### config.mk
export PLATFORM = sky130hd
export DESIGN_NAME = data_buffer
export DESIGN_NICKNAME = d
export VERILOG_FILES = /design/src/rtl/t2sd_pkg.sv /design/src/rtl/buffer_ram.sv /design/src/rtl/data_buffer.sv
export SDC_FILE = /design/constraint.sdc
export NUM_CORES = 1
export LEC_CHECK = 0
export ABC_AREA = 1
export CAP_MARGIN = 20
export CORE_MARGIN = 2
export CORE_UTILIZATION = 64
export CTS_CLUSTER_SIZE = 20
export DETAILED_ROUTE_END_ITERATION = 8
export HOLD_SLACK_MARGIN = 0.15
export PLACE_DENSITY = 0.84
export REMOVE_ABC_BUFFERS = 1
export SYNTH_ARGS = -nofsm -noshare
export SYNTH_HDL_FRONTEND = slang
export SYNTH_HIERARCHICAL = 1
export SYNTH_SLANG_ARGS = --single-unit
### constraint.sdc
create_clock -name clk -period 3.7 [get_ports clk]
set_input_delay 0.555 -clock clk [delete_from_list [all_inputs] [get_ports clk]]
set_output_delay 0.555 -clock clk [all_outputs]
set_load 0.02 [all_outputs]
### src/rtl/t2sd_pkg.sv
// Shared definitions for the producer -> buffer -> display datapath.
package t2sd_pkg;
    localparam int BUF_WIDTH = 16;
    localparam int BUF_DEPTH = 8;
    typedef logic [BUF_WIDTH-1:0] sample_t;
endpackage

### src/rtl/buffer_ram.sv
// DEPTH x WIDTH register file: one synchronous write port and one
// combinational read port. Storage is deliberately left unreset.
module buffer_ram #(
    parameter int WIDTH = 16,
    parameter int DEPTH = 8,
    localparam int AW = $clog2(DEPTH)
) (
    input  logic             clk,
    input  logic             we,
    input  logic [AW-1:0]    waddr,
    input  logic [WIDTH-1:0] wdata,
    input  logic [AW-1:0]    raddr,
    output logic [WIDTH-1:0] rdata
);

    logic [WIDTH-1:0] mem [DEPTH];

    // Synchronous write of one entry per cycle.
    always_ff @(posedge clk) begin
        if (we) begin
            mem[waddr] <= wdata;
        end
    end

    assign rdata = mem[raddr];

endmodule

### src/rtl/data_buffer.sv
// Single-clock sample FIFO decoupling producer rate from consumer rate.
// Pops are registered: data_2 holds the last popped sample and
// data_2_valid pulses for the one cycle after each pop.
module data_buffer
    import t2sd_pkg::*;
#(
    parameter int WIDTH = BUF_WIDTH,
    parameter int DEPTH = BUF_DEPTH,
    localparam int AW = $clog2(DEPTH),
    localparam int CW = AW + 1
) (
    input  logic             clk,
    input  logic             rst,
    input  logic             data_1_en,
    input  logic [WIDTH-1:0] data_1,
    input  logic             rd_tick,
    output logic [WIDTH-1:0] data_2,
    output logic             data_2_valid,
    output logic             buffer_full,
    output logic             buffer_empty,
    output logic [CW-1:0]    count,
    output logic             overflow
);

    logic [AW-1:0]    wr_ptr;
    logic [AW-1:0]    rd_ptr;
    logic [WIDTH-1:0] rd_data;
    logic             wr_ok;
    logic             rd_ok;

    // Flags come straight from the count register, so they are glitch-free.
    assign buffer_full  = (count == CW'(DEPTH));
    assign buffer_empty = (count == '0);

    // A pop frees a slot in the same cycle, so a full buffer still accepts
    // a write when it is popped at the same time. No fall-through on empty.
    assign rd_ok = rd_tick & ~buffer_empty;
    assign wr_ok = data_1_en & (~buffer_full | rd_ok);

    buffer_ram #(
        .WIDTH (WIDTH),
        .DEPTH (DEPTH)
    ) u_ram (
        .clk   (clk),
        .we    (wr_ok),
        .waddr (wr_ptr),
        .wdata (data_1),
        .raddr (rd_ptr),
        .rdata (rd_data)
    );

    // Pointer, occupancy, output and sticky-overflow registers.
    always_ff @(posedge clk or posedge rst) begin
        if (rst) begin
            wr_ptr       <= '0;
            rd_ptr       <= '0;
            count        <= '0;
            data_2       <= '0;
            data_2_valid <= 1'b0;
            overflow     <= 1'b0;
        end else begin
            data_2_valid <= rd_ok;
            if (wr_ok) begin
                wr_ptr <= wr_ptr + 1'b1;
            end
            if (rd_ok) begin
                rd_ptr <= rd_ptr + 1'b1;
                data_2 <= rd_data;
            end
            if (wr_ok && !rd_ok) begin
                count <= count + 1'b1;
            end else if (rd_ok && !wr_ok) begin
                count <= count - 1'b1;
            end
            if (data_1_en && !wr_ok) begin
                overflow <= 1'b1;
            end
        end
    end

endmodule

==> metrics.md, run 1 <==
| Metric | Value |
|---|---|
| Outcome | finished clean |
| Critical path class | register to register |
| Final core utilization | 75.2% |
| Vias per cell | 5.36 |
| Syn. warnings | 6 |
| Number of synthesized flops with an enable pin | 128 |
| Nets | 791 |
| Area leader, netlist | edfxtp_1 |
| Syn avg cell area | 9.77 µm² |
| Setup TNS | 0 ps |
| Initial antenna violation count | 0 |
| Final WS setup | 1200 ps |
| Final Max Tran Viols | 0 |
| Hold path cells | 2 |
| Hold_buf cts | 0 |
| Core area | 0.0107 mm² |
| First-pass GRT wire length | 23700 µm |
| CP required | 4110 ps |
| PwrDens | approximately 790 mW/mm² |
| Initial core utilization | around two thirds |
| CTS sink count | 156 |
| Fin crit share | about two thirds |
| Area Overhead vs Synth | 16.0% |
| Cell area after synthesis | 0.00697 mm² |
| Dpl ws | 792 ps |
| Hold Violations, Final | 0 |
| Fraction of layout cells with a size suffix above 1 | under 10% |
| Hold Crit Endpoint | data_2[1] |
| Primary FF master, synth | edfxtp_1 |
| Max_cap viols | 0 |
| Min-delay src | data_2[1] |
| Min Tclk post-route | 2500 ps |
| GRT Total Usage | 27.7% |
| Count of different cell masters after synthesis | 25 |
| Yosys top cell area share | 55.2% |
| Type of the tightest min-delay check | register to register |
| Relative slew margins | 46.5% |
| Total setup buffers inserted after CTS | 0 |
| Row count | 38 |
| Vias in the first global route | 4902 |
| H-tree depth | 4 |
| R2r startpoint | count[0] |
| Clock root cell | clkbuf_8 |
| Critical Path Source Type | register |
| Clk_lat worst skew | around 520 ps |
| Worst EP arrival | around 3000 ps |
| Clk_skew | just under 9 ps |
| Most frequent cells in the layout | nand2_1 (279), inv_1 (144), edfxtp_1 (128), nand3_1 (67), clkdlybuf4s50_1 (43) |
| DPL Wire Length | around 8600 µm |
| CTS Buf Count | 17 |
| Die footprint | 0.0117 mm² |
| LEAKAGE | 3.82 nW |
| Unrepaired setup endpoints after global routing | no |
| I/O pins | 44 |
| WL final | 15200 µm |
| Die W | 108 µm |
| Commonest non-fill, non-tap cell in the layout | nand2_1 |
| Die Y | roughly 110 µm |
| Max VDD drop | 0.503 mV |
| Final setup violating endpoints | 0 |
| Ys async rst share | between 10% and 20% |
| ANT cells | 0 |
| Reg2Reg Setup Slack | 1200 ps |
| Seq/Total Area, Yosys | 65.2% |
| Yosys reg bits | approximately 160 |
| Cells after synthesis | 713 |
| Starting DRC count in detailed routing | 392 |
| Grt ovf | 0 |
| Largest net degree at the start of global routing | 67 |
| CTS tree | built |
| Max clock buf depth | 2 |
| Total power | 6.42 mW |
| Clock transition at path regs | approximately 70 ps |
| Antenna-violating nets left | 0 |
| Reg-to-Reg End | count[3] |
| Final GP Congestion | 0.875 |
| Worst-margin pin slew | 802 ps |
| CP endpoint kind | register |
| DRT Pass-1 Iters | 5 |
| R2R cell count | 12 |
| Routed length per instance | 16.5 µm |
| DRC viols | 0 |
| Port Buf Inserts | 43 |
| Via count | 4919 |
| Post_cts resized | 0 |
| Top cells by area, synth | edfxtp_1 (55%), nand2_1 (15%), dfrtp_1 (10%) |
| CP Max Fanout | 6 |
| Fmax | 399 MHz |
[per-stage QoR]
step	hold WS (ps)	instances	cell area (µm²)
6_report	474	918	8080
5_1_grt	498	918	8080
4_1_cts	481	917	8060
3_5_place_dp	465	885	7500
2_1_floorplan	494	687	6760
3_3_place_gp	461	884	7480
[worst max path at each step]
stage          startpoint          end  cells past startpoint
6_report         count[0]     count[3]                     12
5_1_grt          count[0]     count[3]                     12
4_1_cts          count[0]  buffer_full                      2
3_5_place_dp      rd_tick     count[3]                     13
3_3_place_gp      rd_tick     count[3]                     13
2_1_floorplan   rd_ptr[0]   data_2[14]                      8
[layer usage]
metal	part of all wire (%)	up-vias	GRT usage, %
met5	0	-	0
met4	3.2	0	13.4
met3	6.6	44	5.61
met2	53	219	47.9
met1	37	2349	33.4
li1	-	2307	-
[area by class of cell]
class	instances	area [µm²]
flip-flops and latches	156	4550
clock inverters	11	119
well taps	140	175
repair buffers	59	583
clock buffers	21	439
multi-input cells	385	1670
inverters	146	551
fillers	690	2660
[cell usage after synthesis (2+ instances only)]
cell type	number
nand3b_1	2
buf_6	8
nor2_1	9
xnor2_1	4
dfrtp_1	28
nand2_1	279
nand2_2	9
inv_1	144
o21ai_0	2
buf_4	5
nand3_1	67
buf_2	12
edfxtp_1	128
ha_1	5
[power breakdown]
| group | switching [mW] | internal, mW |
|---|---|---|
| Combinational | 1.55 | 0.825 |
| Clock | 0.656 | 0.975 |
| Sequential | 0.166 | 2.25 |
| Total | 2.37 | 4.05 |
[registers in the layout, indices dropped and copies added, names as in the netlist]
| name | count |
|---|---|
| count | 4 |
| u_ram/mem | 128 |
| data_2 | 16 |
| wr_ptr | 3 |
| data_2_valid | 1 |
| rd_ptr | 3 |
| overflow | 1 |
[critical path: stages, from the launching register on]
cell,delay [ps]
dfrtp_1,470
nor2_2,180
nand4_1,230
nand2_1,220
inv_1,120
ha_1,220
inv_1,120
ha_1,270
or2_2,300
nand2_1,80
nand2_1,50
nand3_1,70
nand2_1,60
[cell families after synthesis]
group,after synthesis,share of synthesized area [%]
flops,156,65.2
compound gates,3,0.251
simple gates,372,22.0
buf+inv,172,10.8
xor+xnor,4,0.503
fa+ha+maj,6,1.19
Power figures use the tool's default switching activity.
==> run 2: changes to the inputs <==
CORE_UTILIZATION = 53   (was 64)
PLACE_DENSITY = 0.74   (was 0.84)
clock period = 2.3 ns   (was 3.7 ns; I/O delays follow)
==> run 2 against run 1 <==
Flip-flop and latch count is the same. Worst setup slack lost 990 ps. Die area grew 20%. Non-clock buffer count grew 17. Sequential share of layout area shrank 1.4 points. Critical path type is now register to primary output.
==> metrics.md, run 2 (synthesized netlist as in run 1, its figures left out) <==
| Metric | Value |
|---|---|
| Outcome | finished clean |
| Vias in the first global route | 4946 |
| Row count | 41 |
| Clock root cell | clkbuf_16 |
| Switching Fraction | 36.0% |
| Routed length per instance | 15.5 µm |
| WL met2 | 7150 µm |
| PwrDens | 1270 mW/mm² |
| CP endpoint kind | primary output |
| I/O pins | 44 |
| Final WS setup | 206 ps |
| Die Y | approximately 120 µm |
| CP peak stage delay | 590 ps |
| Delay-heaviest family, CP | buffers and inverters |
| H-tree depth | 4 |
| Sw power | roughly 3.8 mW |
| Total setup buffers inserted after CTS | 0 |
| Critical path class | register to primary output |
| DRT Pass-1 Iters | 5 |
| Most flops, register | u_ram/mem |
| Grt ovf | 0 |
| Fin crit share | 91.1% |
| DRC viols | 0 |
| Dpl ws | between 30 and 40 ps |
| Type of the tightest min-delay check | input port to async pin |
| CTS tree | built |
| CP bufs+invs | 3 |
| CTS Buf Count | 17 |
| Final core utilization | 65.1% |
| Pint | a little under 7 mW |
| Initial antenna violation count | 0 |
| Commonest non-fill, non-tap cell in the layout | nand2_1 |
| Vias per cell | just over 5 |
| WL final | 15000 µm |
| Met3 wire len | 1130 µm |
| Biggest registers after layout | u_ram/mem: 128 flops, data_2: 16 flops, count: 4 flops |
| Seq pwr share | 36.5% |
| Clock share of power | 27.3% |
| LEAKAGE | 3.92 nW |
| Die footprint | 0.0141 mm² |
| Placed cells | 935 |
| Relative slew margins | 54.7% |
| Clk_skew | 5.51 ps |
| Nets | about 810 |
| Antenna-violating nets left | 0 |
| CP Max Fanout | 5 |
| Finished Layout Cells | 967 |
| Reg2Reg Setup Slack | roughly 340 ps |
| Final GP Congestion | 0.840 |
| Met1 wire length | between 6000 and 7000 µm |
| Max reg flops | 128 |
| CP required | 1960 ps |
| Via count | slightly below 5000 |
| DPL Wire Length | about 9500 µm |
| Most used cell, CP | inv_1 |
| Slowest CP cell | clkdlybuf4s50_1 |
| First-pass GRT wire length | 24200 µm |
| Port Buf Inserts | 43 |
| Worst hold slack | 314 ps |
| Hold_buf cts | 0 |
| Crit path cell chain | inv_1 > nand3_2 > inv_1 > clkdlybuf4s50_1 |
| Critical Path Source Type | register |
| Starting DRC count in detailed routing | 460 |
| Hold Violations, Final | 0 |
| Final Max Tran Viols | 0 |
| Fraction of layout cells with a size suffix above 1 | between 10% and 20% |
| Clock transition at path regs | 60 ps |
| Core area | 0.0127 mm² |
| ANT cells | 0 |
| CTS sink count | 156 |
| Final setup violating endpoints | 0 |
| Fmax | 477 MHz |
| Most frequent cells in the layout | nand2_1 (279), inv_1 (144), edfxtp_1 (128), nand3_1 (67), clkdlybuf4s50_1 (42) |
| Max VDD drop | 0.684 mV |
| Stages on the worst setup path | 4 |
| Largest net degree at the start of global routing | 42 |
| GRT Total Usage | a little under a quarter |
| Unrepaired setup endpoints after global routing | no |
| Max clock buf depth | 2 |
| Highest metal used | met4 |
| Max_cap viols | 0 |
| Clk_lat worst skew | 430 ps |
| Area Overhead vs Synth | 18.9% |
| Worst-margin pin slew | 679 ps |
| Initial core utilization | between 50% and 60% |
| Combinational Power Share | 36.1% |
| Worst EP arrival | 1750 ps |
| Total power | 10.6 mW |
| R2R cell count | 12 |
| Die W | 119 µm |
| Min Tclk post-route | 2090 ps |
==> run 2: timing repair <==
action | CTS | global route
hold endpoints to repair | 0 | 0
setup endpoints to repair | 0 | 1
resized for setup | 0 | 1
==> run 2: layout make-up <==
type,count,area (µm²)
well taps,172,215
clock inverters,13,168
clock buffers,19,453
multi-input cells,385,1670
flip-flops and latches,156,4550
inverters,146,551
repair buffers,76,681
fillers,1024,4440
==> run 2: final timing paths <==
path / start / end
max in group asynchronous: rst / rd_ptr[0]
min in group clk: data_2[3] / data_2[3]
max: count[3] / buffer_empty
min: rst / data_2[0]
min reg2reg: data_2[3] / data_2[3]
max reg2reg: count[0] / count[3]
==> run 2: power groups by stage <==
stage          Sequential, mW  Combinational [mW]  Clock, mW
2_1_floorplan            4.29                1.92          0
3_3_place_gp             3.89                3.67          0
3_5_place_dp             3.91                3.78          0
4_1_cts                  3.86                3.82       2.91
5_1_grt                  3.91                4.26       3.03
6_report                 3.86                3.81       2.88
==> run 2: metal layers <==
layer / up-vias / global-route usage, %
li1: 2338 / -
met1: 2335 / 29.2
met5: - / 0
met4: 0 / 9.82
met2: 183 / 36.2
met3: 32 / 6.23
==> run 2: worst register-to-register path, stage by stage, from the launching register on <==
cell     delay, ps
dfrtp_1        380
nor2_2         140
nand4_1        110
nand2_1        100
inv_1           70
ha_1           200
inv_1           70
ha_1           240
or2_2          290
nand2_1         80
nand2_1         50
nand3_1         60
nand2_1         50
==> run 2: per-stage QoR <==
step | setup TNS, ps | cell area (µm²)
detailed placement | 0 | 7660
floorplan | -4400 | 6760
global placement | 0 | 7660
global route | 0 | 8280
finish | 0 | 8280
CTS | 0 | 8280
